<file path="src/rtl/pose_pkg.sv">
// Shared types and default Q-format widths for the pose controller slice.
//   pose_cmd_t   : motion command encoding carried on cmd_in
//   pose_state_t : controller FSM states
//   is_rotate()  : true for the two rotation commands
package pose_pkg;

  localparam int POSE_WIDTH = 16;
  localparam int POSE_FRAC  = 8;

  typedef enum logic [2:0] {
    CMD_NOP   = 3'd0,
    CMD_FWD   = 3'd1,
    CMD_BWD   = 3'd2,
    CMD_STR_L = 3'd3,
    CMD_STR_R = 3'd4,
    CMD_ROT_L = 3'd5,
    CMD_ROT_R = 3'd6
  } pose_cmd_t;

  typedef enum logic [2:0] {
    ST_IDLE,
    ST_CALC,
    ST_CHECK,
    ST_COMMIT,
    ST_REJECT
  } pose_state_t;

  function automatic logic is_rotate(input pose_cmd_t c);
    return (c == CMD_ROT_L) || (c == CMD_ROT_R);
  endfunction

endpackage

</file>
<file path="src/rtl/fxp_mul_shift.sv">
// Signed fixed-point multiply: p_out = (a_in * b_in) >>> FRAC, truncated
// toward -inf and kept to WIDTH bits. Purely combinational.
//   a_in, b_in : signed Q operands (WIDTH bits)
//   p_out      : signed Q product (WIDTH bits)
module fxp_mul_shift
  import pose_pkg::*;
#(
  parameter int WIDTH = POSE_WIDTH,
  parameter int FRAC  = POSE_FRAC
) (
  input  logic signed [WIDTH-1:0] a_in,
  input  logic signed [WIDTH-1:0] b_in,
  output logic signed [WIDTH-1:0] p_out
);

  logic signed [2*WIDTH-1:0] a_ext;
  logic signed [2*WIDTH-1:0] b_ext;
  logic signed [2*WIDTH-1:0] full;
  logic                      unused_bits;

  // Sign-extend first so the full double-width product is exact.
  assign a_ext = {{WIDTH{a_in[WIDTH-1]}}, a_in};
  assign b_ext = {{WIDTH{b_in[WIDTH-1]}}, b_in};
  assign full  = a_ext * b_ext;

  // Taking bits [FRAC +: WIDTH] is the arithmetic shift plus truncation.
  assign p_out       = full[FRAC +: WIDTH];
  assign unused_bits = ^{full[2*WIDTH-1:WIDTH+FRAC], full[FRAC-1:0]};

endmodule

</file>
<file path="src/rtl/pose_controller.sv">
// Player pose controller: accepts one motion command at a time, computes the
// candidate pose in signed fixed point, checks translations against the maze
// map and commits the new pose (optionally only on a frame boundary).
//   clk_in, rst_in_n               : clock, async active-low reset
//   cmd_valid_in/cmd_in/cmd_ready_out : command handshake (ready only in IDLE)
//   frame_sync_in                  : frame-start pulse gating the commit
//   map_req_out/map_addr_out/map_data_in : map cell read port, MAP_LAT latency
//   posX..planeY                   : committed pose
//   pose_update_out/collision_out  : one-cycle result pulses
module pose_controller
  import pose_pkg::*;
#(
  parameter int                      WIDTH        = POSE_WIDTH,
  parameter int                      FRAC         = POSE_FRAC,
  parameter logic signed [WIDTH-1:0] COS_ROT      = 16'sh00B5,
  parameter logic signed [WIDTH-1:0] SIN_ROT      = 16'sh00B5,
  parameter logic signed [WIDTH-1:0] MOVE_STEP    = 16'sh0100,
  parameter int                      MAP_W        = 24,
  parameter int                      MAP_H        = 24,
  parameter int                      MAP_LAT      = 2,
  parameter int                      FRAME_LOCK   = 1,
  parameter logic signed [WIDTH-1:0] INIT_POS_X   = 16'sh0B80,
  parameter logic signed [WIDTH-1:0] INIT_POS_Y   = 16'sh0B80,
  parameter logic signed [WIDTH-1:0] INIT_DIR_X   = 16'sh0000,
  parameter logic signed [WIDTH-1:0] INIT_DIR_Y   = 16'shFF00,
  parameter logic signed [WIDTH-1:0] INIT_PLANE_X = 16'sh00A9,
  parameter logic signed [WIDTH-1:0] INIT_PLANE_Y = 16'sh0000,
  localparam int ADDR_W = $clog2(MAP_W * MAP_H)
) (
  input  logic              clk_in,
  input  logic              rst_in_n,
  input  logic              cmd_valid_in,
  input  logic [2:0]        cmd_in,
  output logic              cmd_ready_out,
  input  logic              frame_sync_in,
  output logic              map_req_out,
  output logic [ADDR_W-1:0] map_addr_out,
  input  logic [3:0]        map_data_in,
  output logic [WIDTH-1:0]  posX,
  output logic [WIDTH-1:0]  posY,
  output logic [WIDTH-1:0]  dirX,
  output logic [WIDTH-1:0]  dirY,
  output logic [WIDTH-1:0]  planeX,
  output logic [WIDTH-1:0]  planeY,
  output logic              pose_update_out,
  output logic              collision_out
);

  localparam int IW    = WIDTH - FRAC;
  localparam int CNT_W = (MAP_LAT < 1) ? 1 : $clog2(MAP_LAT + 1);

  pose_state_t             state_reg;
  pose_cmd_t               cmd_reg;
  logic [CNT_W-1:0]        cnt_reg;
  logic signed [WIDTH-1:0] cand_x_reg, cand_y_reg;
  logic signed [WIDTH-1:0] pos_x_reg, pos_y_reg, dir_x_reg, dir_y_reg;
  logic signed [WIDTH-1:0] plane_x_reg, plane_y_reg;
  logic                    ready_reg, map_req_reg, pose_update_reg, collision_reg;
  logic [ADDR_W-1:0]       map_addr_reg;

  logic signed [WIDTH-1:0] mul_a [4];
  logic signed [WIDTH-1:0] mul_b [4];
  logic signed [WIDTH-1:0] prod  [4];
  logic signed [WIDTH-1:0] rot_x, rot_y, calc_x_next, calc_y_next;
  logic [IW-1:0]           cell_x, cell_y;
  logic                    off_map, commit_go;
  logic [ADDR_W-1:0]       cell_addr;
  pose_cmd_t               cmd_in_t;

  assign cmd_in_t = pose_cmd_t'(cmd_in);

  // The rotator is shared: in CALC it rotates dir (result parked in cand_*),
  // in COMMIT it rotates plane, which is stable until the commit itself.
  // Translations borrow instances 0 and 1 for dir*MOVE_STEP.
  always_comb begin
    rot_x    = (state_reg == ST_COMMIT) ? plane_x_reg : dir_x_reg;
    rot_y    = (state_reg == ST_COMMIT) ? plane_y_reg : dir_y_reg;
    mul_a[0] = rot_x;  mul_b[0] = COS_ROT;
    mul_a[1] = rot_y;  mul_b[1] = SIN_ROT;
    mul_a[2] = rot_x;  mul_b[2] = SIN_ROT;
    mul_a[3] = rot_y;  mul_b[3] = COS_ROT;
    if (!is_rotate(cmd_reg)) begin
      mul_a[0] = dir_x_reg;  mul_b[0] = MOVE_STEP;
      mul_a[1] = dir_y_reg;  mul_b[1] = MOVE_STEP;
    end
  end

  for (genvar gi = 0; gi < 4; gi++) begin : g_mul
    fxp_mul_shift #(.WIDTH(WIDTH), .FRAC(FRAC)) u_mul (
      .a_in (mul_a[gi]),
      .b_in (mul_b[gi]),
      .p_out(prod[gi])
    );
  end

  // Strafe right moves along (-dirY, dirX); strafe left is its negation.
  always_comb begin
    calc_x_next = pos_x_reg;
    calc_y_next = pos_y_reg;
    case (cmd_reg)
      CMD_FWD:   begin calc_x_next = pos_x_reg + prod[0]; calc_y_next = pos_y_reg + prod[1]; end
      CMD_BWD:   begin calc_x_next = pos_x_reg - prod[0]; calc_y_next = pos_y_reg - prod[1]; end
      CMD_STR_R: begin calc_x_next = pos_x_reg - prod[1]; calc_y_next = pos_y_reg + prod[0]; end
      CMD_STR_L: begin calc_x_next = pos_x_reg + prod[1]; calc_y_next = pos_y_reg - prod[0]; end
      CMD_ROT_L: begin calc_x_next = prod[0] - prod[1];   calc_y_next = prod[2] + prod[3];   end
      CMD_ROT_R: begin calc_x_next = prod[0] + prod[1];   calc_y_next = prod[3] - prod[2];   end
      default:   ;
    endcase
  end

  // Bounds are decided on the candidate as it leaves CALC, so an off-map
  // move never issues a map read.
  assign cell_x    = calc_x_next[WIDTH-1:FRAC];
  assign cell_y    = calc_y_next[WIDTH-1:FRAC];
  assign off_map   = calc_x_next[WIDTH-1] | calc_y_next[WIDTH-1] |
                     (int'(cell_x) >= MAP_W) | (int'(cell_y) >= MAP_H);
  assign cell_addr = ADDR_W'(int'(cell_y) * MAP_W + int'(cell_x));
  assign commit_go = (FRAME_LOCK == 0) || frame_sync_in;

  always_ff @(posedge clk_in or negedge rst_in_n) begin
    if (!rst_in_n) begin
      state_reg       <= ST_IDLE;
      cmd_reg         <= CMD_NOP;
      cnt_reg         <= '0;
      cand_x_reg      <= '0;
      cand_y_reg      <= '0;
      pos_x_reg       <= INIT_POS_X;
      pos_y_reg       <= INIT_POS_Y;
      dir_x_reg       <= INIT_DIR_X;
      dir_y_reg       <= INIT_DIR_Y;
      plane_x_reg     <= INIT_PLANE_X;
      plane_y_reg     <= INIT_PLANE_Y;
      ready_reg       <= 1'b1;
      map_req_reg     <= 1'b0;
      map_addr_reg    <= '0;
      pose_update_reg <= 1'b0;
      collision_reg   <= 1'b0;
    end else begin
      map_req_reg     <= 1'b0;
      pose_update_reg <= 1'b0;
      collision_reg   <= 1'b0;
      case (state_reg)
        ST_IDLE: begin
          // NOP completes the handshake but leaves the FSM in IDLE.
          if (cmd_valid_in && ready_reg && (cmd_in_t != CMD_NOP)) begin
            cmd_reg   <= cmd_in_t;
            ready_reg <= 1'b0;
            state_reg <= ST_CALC;
          end
        end
        ST_CALC: begin
          cand_x_reg <= calc_x_next;
          cand_y_reg <= calc_y_next;
          if (is_rotate(cmd_reg)) begin
            state_reg <= ST_COMMIT;
          end else if (off_map) begin
            collision_reg <= 1'b1;
            state_reg     <= ST_REJECT;
          end else begin
            map_req_reg  <= 1'b1;
            map_addr_reg <= cell_addr;
            cnt_reg      <= '0;
            state_reg    <= ST_CHECK;
          end
        end
        ST_CHECK: begin
          // The request cycle plus MAP_LAT counted cycles lands exactly on
          // the cycle in which map_data_in is valid.
          if (cnt_reg == CNT_W'(MAP_LAT)) begin
            if (map_data_in != 4'd0) begin
              collision_reg <= 1'b1;
              state_reg     <= ST_REJECT;
            end else begin
              state_reg <= ST_COMMIT;
            end
          end else begin
            cnt_reg <= cnt_reg + CNT_W'(1);
          end
        end
        ST_COMMIT: begin
          if (commit_go) begin
            if (is_rotate(cmd_reg)) begin
              dir_x_reg   <= cand_x_reg;
              dir_y_reg   <= cand_y_reg;
              plane_x_reg <= calc_x_next;
              plane_y_reg <= calc_y_next;
            end else begin
              pos_x_reg <= cand_x_reg;
              pos_y_reg <= cand_y_reg;
            end
            pose_update_reg <= 1'b1;
            ready_reg       <= 1'b1;
            state_reg       <= ST_IDLE;
          end
        end
        ST_REJECT: begin
          ready_reg <= 1'b1;
          state_reg <= ST_IDLE;
        end
        default: begin
          ready_reg <= 1'b1;
          state_reg <= ST_IDLE;
        end
      endcase
    end
  end

  assign cmd_ready_out   = ready_reg;
  assign map_req_out     = map_req_reg;
  assign map_addr_out    = map_addr_reg;
  assign posX            = pos_x_reg;
  assign posY            = pos_y_reg;
  assign dirX            = dir_x_reg;
  assign dirY            = dir_y_reg;
  assign planeX          = plane_x_reg;
  assign planeY          = plane_y_reg;
  assign pose_update_out = pose_update_reg;
  assign collision_out   = collision_reg;

endmodule
</file>
<file path="config.mk">
export PLATFORM = sky130hd
export DESIGN_NAME = pose_controller
export DESIGN_NICKNAME = d
export VERILOG_FILES = /design/src/rtl/pose_pkg.sv /design/src/rtl/fxp_mul_shift.sv /design/src/rtl/pose_controller.sv
export SDC_FILE = /design/constraint.sdc
export NUM_CORES = 1
export LEC_CHECK = 0
export CORE_UTILIZATION = 40
export DETAILED_ROUTE_END_ITERATION = 7
export SLEW_MARGIN = 20
export SYNTH_ARGS = -nofsm -noshare
export SYNTH_HDL_FRONTEND = slang
export SYNTH_SLANG_ARGS = --single-unit
export TNS_END_PERCENT = 5
</file>
<file path="constraint.sdc">
create_clock -name clk_in -period 10.9 [get_ports clk_in]
set_clock_uncertainty 0.15 [all_clocks]
set_input_delay 2.725 -clock clk_in [delete_from_list [all_inputs] [get_ports clk_in]]
set_output_delay 2.725 -clock clk_in [all_outputs]
set_load 0.005 [all_outputs]
</file>
After elaboration in Yosys (flattened, before gate mapping):

Cells that the tools add are included.

* bits in registers: 150
* input port bits: 11

* add/subtract/negate cells: 14
* multiply operators: 5
* magnitude comparators: 2
* equality and inequality tests: 16
* multiplexer cells: 30
* bitwise operators: 6
* reduce and logical (&&, ||, !) cells: 15

Operators by type and width (number)
* 16-bit case mux with 6 select lines: 2
* 16-bit adder: 6
* 16-bit subtractor: 6
* 16-bit by 9-bit multiplier with 24-bit output, second input constant: 2
* 16-bit 2-to-1 mux: 2
* 32-bit 2-to-1 mux: 1
* 25-bit 2-to-1 mux: 1
* 16-bit by 10-bit multiplier with 24-bit output: 1
* 16-bit by 16-bit multiplier with 24-bit output: 1
* 3-bit 2-to-1 mux: 6
* 8-bit by 5-bit >= comparator with 1-bit output, second input constant: 2
* 3-bit AND reduction: 5
* 3-bit by 2-bit equality test with 1-bit output, second input constant: 4
* 2-bit inequality test, second input constant: 6
* 3-bit case mux with 4 select lines: 1
* 1-bit 2-to-1 mux: 11
* 10-bit by 8-bit adder with 10-bit output: 1
* 3-bit equality test, second input constant: 3
* 8-bit by 2-bit multiplier with 7-bit output, second input constant: 1
* 3-bit by 1-bit equality test with 1-bit output, second input constant: 2
* 2-bit 2-to-1 mux: 3
* 2-bit case mux with 2 select lines: 1
* 4-bit AND reduction: 1
* 4-bit nonzero test: 1
* other kinds (13): 18

Logic depth before layout (Yosys ltp):

* depth in word-level cells: 12
* mapped depth: 49

Modules after synthesis:

Synthesis repeated with hierarchy kept, for this count alone.

* cells, all modules: 5017
* area total of the unflattened synthesis: 42992.5 um2

By module, submodules not included
* pose_controller: instances 1, cells an instance 1611, area each 13228.9 um2, sequential area each 3779.9 um2
* fxp_mul_shift (g_mul[3].u_mul): instances 1, cells an instance 855, area each 7490.9 um2, sequential area each 0.0 um2
* fxp_mul_shift (g_mul[0].u_mul): instances 1, cells an instance 855, area each 7457.2 um2, sequential area each 0.0 um2
* fxp_mul_shift (g_mul[1].u_mul): instances 1, cells an instance 852, area each 7428.4 um2, sequential area each 0.0 um2
* fxp_mul_shift (g_mul[2].u_mul): instances 1, cells an instance 844, area each 7387.1 um2, sequential area each 0.0 um2

Worst setup path after synthesis:

No wires, ideal clock.

* path type: register to register
* start point: reg cmd_reg[1]
* end point: reg map_addr_reg[8] (netlist: map_addr_out[8])
* setup time: 125 ps
* arrival time: 9921 ps
* data required time: 10625 ps
* setup slack: 704 ps
* cell stages (with the launch flop): 46
* period minus slack after synthesis: 10196 ps
* path through: dfrtp_1 > buf_2 > a21boi_0 > and2_0 > buf_2 > clkbuf_1 > clkbuf_1 > clkbuf_1 > nand2_1 > inv_1 > ha_1 > inv_1 > fa_1 > inv_1 > fa_1 > ha_1 > fa_1 > inv_1 > [10 not listed] > xnor2_1 > a211oi_1 > a31oi_1 > ha_1 > a21o_1 > a21oi_1 > o21a_1 > a21oi_1 > a221oi_1 > inv_1 > ha_1 > inv_1 > fa_1 > maj3_1 > nor2b_1 > o21ai_0 > xnor2_1 > mux2_4

RTL lines
* start: declaration: RTL line pose_controller.sv:53 `pose_cmd_t cmd_reg;`
* start signal: assignment: RTL line pose_controller.sv:146 `cmd_reg <= cmd_in_t;`
* 3-bit equality test: RTL line pose_pkg.sv:29, pose_controller.sv:100
* 1-bit logical OR: RTL line pose_pkg.sv:29 `return (c == CMD_ROT_L) || (c == CMD_ROT_R);`
* 32-bit 2-to-1 mux / 25-bit 2-to-1 mux (equally long branches): RTL line pose_controller.sv:82 `if (!is_rotate(cmd_reg)) begin`
* 16-bit by 10-bit multiplier with 24-bit output / 16-bit by 16-bit multiplier with 24-bit output (equally long branches): RTL line fxp_mul_shift.sv:24 `assign full = a_ext * b_ext;`
* 16-bit subtractor (tied with other cells): RTL line pose_controller.sv:104 `CMD_STR_L: begin calc_x_next = pos_x_reg + prod[1]; calc_y_next = pos_y_reg - prod[0]; end`
* 16-bit case mux with 6 select lines *: RTL line pose_controller.sv:100 `case (cmd_reg)`
* net calc_y_next[9]: RTL line pose_controller.sv:64 `logic signed [WIDTH-1:0] rot_x, rot_y, calc_x_next, calc_y_next;`
* branches (longest 4 deep; another with 10-bit by 8-bit adder with 10-bit output)
* end signal: assignment: RTL line pose_controller.sv:161 `map_addr_reg <= cell_addr;`
* end: declaration: RTL line pose_controller.sv:59 `logic [ADDR_W-1:0] map_addr_reg;`

Mark *: on every way through the listed nets, which the timed path passes.
A chain may end at the register's enable or synchronous reset.

Final worst setup path:

* start point: reg state_reg[2]
* end point: reg map_addr_reg[8] (netlist: map_addr_out[8])

RTL lines
* start: declaration: RTL line pose_controller.sv:52 `pose_state_t state_reg;`
* start signal: assignment: RTL line pose_controller.sv:122 `state_reg <= ST_IDLE;`
* start signal: assignment: RTL line pose_controller.sv:148 `state_reg <= ST_CALC;`
* start signal: assignment: RTL line pose_controller.sv:155 `state_reg <= ST_COMMIT;`
* 3-bit by 2-bit equality test with 1-bit output *: RTL line pose_controller.sv:76, pose_controller.sv:77
* 16-bit 2-to-1 mux (on tied branches): RTL line pose_controller.sv:76, pose_controller.sv:77
* 32-bit 2-to-1 mux: RTL line pose_controller.sv:82
* 16-bit by 10-bit multiplier with 24-bit output / 16-bit by 16-bit multiplier with 24-bit output (equally long branches): RTL line fxp_mul_shift.sv:24
* 16-bit subtractor (tied with other cells): RTL line pose_controller.sv:104
* 16-bit case mux with 6 select lines *: RTL line pose_controller.sv:100
* net calc_y_next[9]: RTL line pose_controller.sv:64
* branches (longest 4 deep; another with 10-bit by 8-bit adder with 10-bit output)

Marked as above.

==> out/qor.yml <==
status: "completed"
dp_hpwl_mm: 67.83
hold_violations: 0
reg2reg_from: "state_reg[2]"
final_area_mm2: 0.02686
clk-insertion-delay-late_ns: 0.44
p_leak_nw: 14.10
synthesis.area_mm2: 0.02359
yosys_warnings: 0
start_kind: "register"
synth_area_leader_cell: "ha_1"
ant_nets: 0
synth_edf_count: 0
grt_max_degree: 92
cts_tree: "yes"
fin_crit_ns: 10.52
clkTransAtPathRegs_ns: 0.06
ir_drop_uv: 298.9
stdcell_count: 3648
route.detailed.drc: 0
clockBufferDepth: 2
hp-class: "reg2reg"
io_pins: 121
die_w_um: 244.9
antenna_found_initial: 1
reg2reg_setup_slack_ns: 0.38
grt_pass1_wl_mm: 124.4
hold_buffers: 0
final_nets: 3429
hold_start: "cand_x_reg[11]"
slowest_stage: "fa_1"
power-per-cell-area_mw_per_mm2: 178.0
firstDrtPassIters: 6
swShare_pct: 51.12
dieHeight_um: 244.9
ys.flop_type: "dfrtp_1"
clkPwrFrac_pct: 11.9
synthTopCellsByCount: "ha_1 (358), inv_1 (338), nand2_1 (310)"
synth_top_area_share_pct: 18.98
h-tree-depth: 4
max-slew-margin-rel_pct: 22.64
wl_mm: 81.26
synth_seq_cells: 150
p_sw_mw: 2.444
cp-startpoint: "state_reg[2]"
diodes: 0
reg2regPathDepth: 39
fillers: 5633
seq_power_share_pct: 15.9
critPathMostFrequentCell: "inv_1"
fin_crit_sh_pct: 96.51
synth_area_leaders: "ha_1 (19%), fa_1 (16%), dfrtp_1 (14%)"
cp_max_fo: 10
vias: 20500
required_ns: 11.06
grt.overflow.total: 0
max_stage_delay_ns: 0.51
cts_root_buf: "clkbuf_16"
whs_ns: 0.3584
setup_viol: 0
gp_congestion: 0.9855
viasPerCell: 5.619
core.rowCount: 88
worstMarginPinSlew_ns: 1.160
place_area_mm2: 0.02605
syn_to_final_growth_pct: 13.84
p_comb_share_pct: 72.2
core_mm2: 0.05803
synthArstFlopShare_pct: 100.0
grt_pass1_vias: 20830
rr_endpoint: "map_addr_out[8]"
start_util_pct: 40.66
portBuffers: 120
drv_cap: 0
syn_inst: 2720
cts_made_buffers: 17
dp.cells: 3606
syn_avg_cell_area_um2: 8.674
drive_gt1_share_pct: 9.851
finalMaxSlewViolations: 0
grt_use_total_pct: 27.32
drtIter0Drc: 1510
ys_seq_area_share_pct: 16.02
max_freq_mhz: 95.06
synth_cell_type_count: 97
dieArea_mm2: 0.05996
min_to: "cand_x_reg[11]"
path_class: "reg2reg"
finalPower_mw: 4.780
power.internal_mw: 2.337
wl_per_cell_um: 22.28
hold_depth: 2
cp-end-kind: "register"
synth.most_common_cell: "ha_1"
cts.sinks: 150
cp.arrival_ns: 10.68
[what timing repair did]
action	in CTS	in global routing
pin swaps	1	7
buffers inserted	0	9
setup endpoints to repair	3	16
gates resized for setup	2	39
[worst max path at each step]
stage	endpoint	slack [ns]	depth (start not counted)
floorplan	map_addr_out[8]	0.70	45
global placement	map_addr_out[3]	0.14	39
finish	map_addr_out[8]	0.38	39
detailed placement	map_addr_out[3]	0.05	39
global route	map_addr_out[8]	-0.007	39
CTS	map_addr_out[9]	0.09	42
[kinds of logic (layout without fill, tap and decap cells)]
family,after synthesis,after routing,share of synthesized area (%)
xor+xnor,168,168,6.443
compound gates,596,596,16.47
mux,102,102,4.805
simple gates,722,722,14.09
fa+ha+maj,549,549,35.15
flops,150,150,16.02
other cells,2,17,0.03183
buf+inv,431,579,7.000
[worst max-delay path: cells and delay by family, from the launching register on]
family	cells	cell delay [ns]
muxes	2	0.53
buffers and inverters	8	0.92
and+or+nand+nor	9	2.04
xor gates and xnor gates	2	0.37
DFF	1	0.45
AOI/OAI and AO/OA	8	2.00
adders and majority gates	10	3.91
[routing by layer]
metal | track usage [%] | up-vias | part of all wire [%]
li1 | - | 9645 | -
met3 | 3.510 | 116 | 5.5
met4 | 9.099 | 0 | 3.4
met5 | 0 | - | 0
met1 | 35.65 | 10080 | 43
met2 | 46.43 | 661 | 48
[metrics by stage]
stage          utilization (%)  setup TNS [ns]  worst slack, ns
2_1_floorplan                -               0           0.7042
3_3_place_gp             44.89               0           0.1405
3_5_place_dp             44.89               0          0.04632
4_1_cts                  45.88               0          0.08727
5_1_grt                  46.29        -0.01276        -0.007453
6_report                 46.29               0           0.3803
[final cells by class]
class	count	area [um2]	area share, %
Timing Repair Buffer	208	1896	7.057
Clock buffer	18	429.2	1.598
Inverter	339	1272	4.738
Tap cell	765	957.2	3.564
Sequential cell	150	3784	14.09
Clock inverter	14	128.9	0.4798
Multi-Input combinational cell	2154	18390	68.48
[power by group through the flow]
| stage | combinational, mW | clock (mW) | sequential [mW] |
|---|---|---|---|
| floorplan | 2.26 | 0 | 0.713 |
| global placement | 3.31 | 0 | 0.762 |
| detailed placement | 3.31 | 0 | 0.766 |
| CTS | 3.33 | 0.577 | 0.757 |
| global route | 3.74 | 0.600 | 0.769 |
| finish | 3.45 | 0.571 | 0.760 |
[layout by cell type, fill, tap and decap left out, types with 25 or more instances in the layout]
cell,Yosys,routed
nor2_1,172,169
nand2b_1,25,25
inv_1,338,338
o21ai_0,146,142
clkdlybuf4s50_1,0,119
nor3_1,50,48
and2_1,30,28
xnor2_1,103,100
mux2_2,74,74
nand3_1,29,29
o22ai_1,30,30
a21o_1,55,55
o21a_1,25,25
fa_1,190,190
buf_4,1,86
xor2_1,61,58
nand2_1,310,304
ha_1,358,356
dfrtp_1,129,126
a21oi_1,139,137
No activity file was read; power rests on OpenSTA's default activity.
